==> config.mk <==
export PLATFORM = sky130hd
export DESIGN_NAME = bpm_window_ctrl
export DESIGN_NICKNAME = d
export VERILOG_FILES = /design/src/rtl/hm_pkg.sv /design/src/rtl/beat_edge_detect.sv /design/src/rtl/bpm_window_ctrl.sv
export SDC_FILE = /design/constraint.sdc
export NUM_CORES = 1
export LEC_CHECK = 0
export ABC_AREA = 1
export CORE_ASPECT_RATIO = 1.5
export CORE_MARGIN = 2
export CORE_UTILIZATION = 61
export DETAILED_ROUTE_END_ITERATION = 16
export GPL_ROUTABILITY_DRIVEN = 0
export PLACE_DENSITY = 0.82
export SYNTH_ARGS = -nofsm -noshare
export SYNTH_HDL_FRONTEND = slang
export SYNTH_SLANG_ARGS = --single-unit
==> constraint.sdc <==
create_clock -name clk -period 3.8 [get_ports clk]
set_input_delay 0.76 -clock clk [delete_from_list [all_inputs] [get_ports clk]]
set_output_delay 0.76 -clock clk [all_outputs]
set_load 0.02 [all_outputs]
==> src/rtl/hm_pkg.sv <==
// Shared types and constants for the health-monitor beat/BPM logic.
// Holds the window FSM state type, counter widths and the BPM scale helper.
package hm_pkg;

    localparam int BEAT_CNT_W = 6;
    localparam int BPM_W      = 8;

    localparam logic [BEAT_CNT_W-1:0] BEAT_CNT_MAX = 6'd63;

    typedef enum logic [1:0] {
        IDLE,
        COUNT,
        PUBLISH
    } bpm_state_e;

    function automatic int bpm_scale(input int window_sec);
        return 60 / window_sec;
    endfunction

endpackage

==> src/rtl/beat_edge_detect.sv <==
// Rising-edge detector for the synchronized beat level.
// Ports: clk, reset (sync, active-high), beat_in (level), beat_edge (pulse).
module beat_edge_detect (
    input  logic clk,
    input  logic reset,
    input  logic beat_in,
    output logic beat_edge
);

    logic beat_prev;

    always_ff @(posedge clk) begin
        if (reset) begin
            beat_prev <= 1'b0;
        end else begin
            beat_prev <= beat_in;
        end
    end

    assign beat_edge = beat_in & ~beat_prev;

endmodule

==> src/rtl/bpm_window_ctrl.sv <==
// Counts beats over a fixed window and publishes the scaled rate in BPM.
// Ports: clk, reset (sync, active-high), enable, beat_in -> bpm, bpm_valid,
// saturated, window_active, seconds_left.
module bpm_window_ctrl
    import hm_pkg::*;
#(
    parameter int TICKS_PER_SEC = 100_000_000,
    parameter int WINDOW_SEC    = 15
) (
    input  logic             clk,
    input  logic             reset,
    input  logic             enable,
    input  logic             beat_in,
    output logic [BPM_W-1:0] bpm,
    output logic             bpm_valid,
    output logic             saturated,
    output logic             window_active,
    output logic [3:0]       seconds_left
);

    localparam int TICK_W = (TICKS_PER_SEC > 1) ? $clog2(TICKS_PER_SEC) : 1;
    localparam int SCALE  = bpm_scale(WINDOW_SEC);

    localparam logic [TICK_W-1:0] TICK_LAST = TICK_W'(TICKS_PER_SEC - 1);
    localparam logic [3:0]        SEC_LAST  = 4'(WINDOW_SEC - 1);
    localparam logic [3:0]        WIN_LEN   = 4'(WINDOW_SEC);

    bpm_state_e            state;
    logic [TICK_W-1:0]     tick_cnt;
    logic [3:0]            sec_cnt;
    logic [BEAT_CNT_W-1:0] beat_cnt;

    logic                  beat_edge;
    logic                  sec_tick;
    logic                  win_end;
    logic [BEAT_CNT_W-1:0] beat_cnt_inc;
    logic [13:0]           bpm_prod;
    logic [BPM_W-1:0]      bpm_next;

    beat_edge_detect u_edge (
        .clk       (clk),
        .reset     (reset),
        .beat_in   (beat_in),
        .beat_edge (beat_edge)
    );

    assign sec_tick = (tick_cnt == TICK_LAST);
    assign win_end  = sec_tick && (sec_cnt == SEC_LAST);

    // The edge arriving in the window-end cycle is included in the result.
    assign beat_cnt_inc = (beat_edge && (beat_cnt != BEAT_CNT_MAX))
                        ? beat_cnt + 1'b1 : beat_cnt;

    assign bpm_prod = 14'(beat_cnt_inc) * 14'(SCALE);
    assign bpm_next = (bpm_prod > 14'd255) ? 8'hFF : bpm_prod[7:0];

    always_ff @(posedge clk) begin
        if (reset) begin
            state         <= IDLE;
            tick_cnt      <= '0;
            sec_cnt       <= '0;
            beat_cnt      <= '0;
            bpm           <= '0;
            bpm_valid     <= 1'b0;
            saturated     <= 1'b0;
            window_active <= 1'b0;
            seconds_left  <= '0;
        end else begin
            bpm_valid <= 1'b0;
            unique case (state)
                IDLE: begin
                    tick_cnt <= '0;
                    sec_cnt  <= '0;
                    beat_cnt <= '0;
                    if (enable) begin
                        state         <= COUNT;
                        window_active <= 1'b1;
                        seconds_left  <= WIN_LEN;
                    end
                end
                COUNT: begin
                    if (!enable) begin
                        // Partial window is dropped; last result stays.
                        state         <= IDLE;
                        tick_cnt      <= '0;
                        sec_cnt       <= '0;
                        beat_cnt      <= '0;
                        window_active <= 1'b0;
                        seconds_left  <= '0;
                    end else if (win_end) begin
                        state         <= PUBLISH;
                        tick_cnt      <= '0;
                        sec_cnt       <= '0;
                        beat_cnt      <= '0;
                        bpm           <= bpm_next;
                        saturated     <= (beat_cnt_inc == BEAT_CNT_MAX);
                        bpm_valid     <= 1'b1;
                        window_active <= 1'b0;
                        seconds_left  <= '0;
                    end else begin
                        beat_cnt <= beat_cnt_inc;
                        if (sec_tick) begin
                            tick_cnt     <= '0;
                            sec_cnt      <= sec_cnt + 4'd1;
                            seconds_left <= WIN_LEN - sec_cnt - 4'd1;
                        end else begin
                            tick_cnt <= tick_cnt + 1'b1;
                        end
                    end
                end
                PUBLISH: begin
                    tick_cnt <= '0;
                    sec_cnt  <= '0;
                    // An edge during publish opens the next window at 1.
                    beat_cnt <= {{(BEAT_CNT_W-1){1'b0}}, enable & beat_edge};
                    if (enable) begin
                        state         <= COUNT;
                        window_active <= 1'b1;
                        seconds_left  <= WIN_LEN;
                    end else begin
                        state <= IDLE;
                    end
                end
                default: begin
                    state <= IDLE;
                end
            endcase
        end
    end

endmodule

==> impl_results.md <==
- Cell depth of the worst hold path: 2
- Die Y: 90.2 um
- I/O pin cnt: 19
- Hold Crit Start: seconds_left[2]
- TritonCTS Sinks: 53
- PortBufs: 16
- Synth top area cells: dfxtp_1, nand2_1, nor2_1
- Number of synthesized flops with an enable pin: 0
- Vias in the first global route: 2,637
- CP startpoint kind: primary input
- Status: complete, no violations
- First-pass GRT wire length: 11,000 um
- RSZ-0062 raised after global routing: false
- Worst Setup End Kind: flip-flop
- Placed Area: 3220 um2
- Period utilization: 0.552
- TritonCTS clock tree: done
- Final hold vios: 0
- Final setup fails: 0
- Layout cells sized above 1: 0.114
- Total gr overflow: 0
- Postcts setup bufs: 0
- Mapped Cells: 428
- Top cells by count, synth: nand2_1, nor2_1, dfxtp_1, inv_1, nand3_1
- Post_cts resized: 0
- Post-route setup slack: 1.70 ns
- Worst hold path endpoint: seconds_left[2]
- Remaining DRCs: 0
- Vias per cell: 5.47
- R2r endpoint: tick_cnt[23]
- Min Tclk post-route: 2.10 ns
- Slew Limit Fails: 0
- Antenna cells: 0
- Max_slew headroom: 0.585
- Synthesized area: 3020 um2
- Clk Latency, worst-skew pair: 0.30 ns
- Fmax: 0.477 GHz
- Core area: 4810 um2
- #FFs+latches synth: 53
- Synth cell types: 39
- Leak: 1.30 nW
- CTS Hold Buffers Added: 0
- Seq/Total Area, Yosys: 0.351
- Drt first pass iters: 5
- Synthesized area per cell: 7.05 um2
- DP Wirelength: 4950 um
- Post-route setup TNS: 0 ns
- Synthesis-to-layout area growth: 10.0%
- Initial Util: 0.628
- Worst-Margin Slew: 0.623 ns
- Num rows: 31
- Largest net degree at the start of global routing: 24
- Worst setup path class: primary input to flip-flop
- HP Class: flip-flop to flip-flop
- Synth warnings: 0
- Clock-pin slew on the worst setup and hold paths: 0.10 ns
- FF-to-FF setup slack: 1.78 ns
- Req. time, crit path: 4.04 ns
- Worst Path Arrival: 2.33 ns
- Maximum vdd drop: 202 uV
- GRT Util Overall: 0.255
- DP Worst Slack: 1.38 ns
- CTS buffer count: 5
- Final nets: 458
- Yosys top cell area share: 0.351
- Max Cap Viol: 0
- DRT antenna net count: 0
- Power Dens Cells: 302 nW/um2
- H-tree lvl count: 2
- DRT Wirelength: 6590 um
- Die X: 61.4 um
- Crit Path Max Fanout: 23
- Vias: 2,799
- Fin Clk Skew: 0.00819 ns
- Antenna violations before repair: 0
- FF-to-FF Start: state[0]
- Initial DRC Count: 152
- Largest area contributor in the netlist: dfxtp_1
- Clock Tree Buf Depth: 2
- CTS root buffer: clkbuf_8
- R2R cell count: 5
- Primary FF master, synth: dfxtp_1
- Synth async-reset ratio: 0
- WL/cell: 12.9 um
- Die footprint: 5540 um2
- Most common cell in the netlist: nand2_1
- Fin area: 3320 um2
-- final cells by class --
type	count	area, um2
repair buffers	17	168
fillers	467	1490
clock inverters	1	5.00
flip-flops and latches	53	1060
clock buffers	7	96.3
well taps	66	82.6
inverters	51	191
multi-input cells	317	1720
-- state kept, by name, indices dropped and copies added, names as in the netlist --
name,cells
seconds_left,4
tick_cnt,27
saturated,1
beat_cnt,6
window_active,1
bpm_valid,1
state,2
sec_cnt,4
bpm,6
u_edge.beat_prev,1
-- power by group --
group	internal, mW	total [mW]	switching [mW]
clock network	0.165	0.348	0.183
registers	0.564	0.570	0.00607
logic	0.0294	0.0843	0.0549
-- worst max-delay path, stage by stage --
cell             delay [ns]
clkdlybuf4s50_1        0.54
inv_1                  0.17
nor2_4                 0.22
nand2_1                0.09
nand2_2                0.10
nand2_4                0.20
nor3_1                 0.23
-- cells by family (layout without fill, tap and decap cells) --
group | count (synthesis) | after routing | share of synthesized area
simple gates | 248 | 248 | 0.406
other cells | 1 | 2 | 0.00124
buf+inv | 59 | 76 | 0.0808
fa+ha+maj | 9 | 9 | 0.0373
xor+xnor | 13 | 13 | 0.0377
flops | 53 | 53 | 0.351
compound gates | 45 | 45 | 0.0854
-- per-stage QoR --
step | utilization | hold WS (ns) | instances | power [mW]
floorplan | - | 0.465 | 429 | 0.641
global placement | 0.670 | 0.458 | 504 | 0.664
detailed placement | 0.670 | 0.456 | 504 | 0.666
CTS | 0.691 | 0.473 | 512 | 1.00
global route | 0.691 | 0.495 | 512 | 1.04
finish | 0.691 | 0.475 | 512 | 1.00
-- layer usage --
metal / share of wire / global-route usage
met1: 0.41 / 0.284
met2: 0.52 / 0.448
met3: 0.033 / 0.0446
met4: 0.036 / 0.113
met5: 0 / 0
-- worst max-delay path by stage --
stage | from | slack [ns] | to
finish | enable | 1.70 | tick_cnt[23]
global route | beat_in | 1.53 | bpm[3]
CTS | enable | 1.70 | tick_cnt[23]
detailed placement | enable | 1.38 | tick_cnt[17]
global placement | enable | 1.42 | tick_cnt[17]
floorplan | beat_in | 2.10 | bpm[3]
-- cell usage in the layout, fill, tap and decap left out, types with 3 or more instances in the layout --
master | synthesis | final
nand4_1 | 7 | 7
clkdlybuf4s50_1 | 0 | 16
nor3b_2 | 4 | 4
nand3_2 | 3 | 3
ha_1 | 9 | 9
nand3_1 | 25 | 25
nand3b_1 | 3 | 3
o21ai_0 | 11 | 11
a21oi_1 | 23 | 23
xor2_1 | 9 | 9
nand2_1 | 90 | 90
a31oi_1 | 5 | 5
dfxtp_1 | 53 | 53
xnor2_1 | 4 | 4
nor2_2 | 6 | 6
nor2_4 | 6 | 6
clkbuf_8 | 0 | 7
nand2_4 | 3 | 3
nand2_2 | 7 | 7
nor3_1 | 17 | 17
inv_1 | 48 | 48
inv_2 | 3 | 3
nor2_1 | 67 | 67
Note: power is estimated with default switching activity, not from simulation.
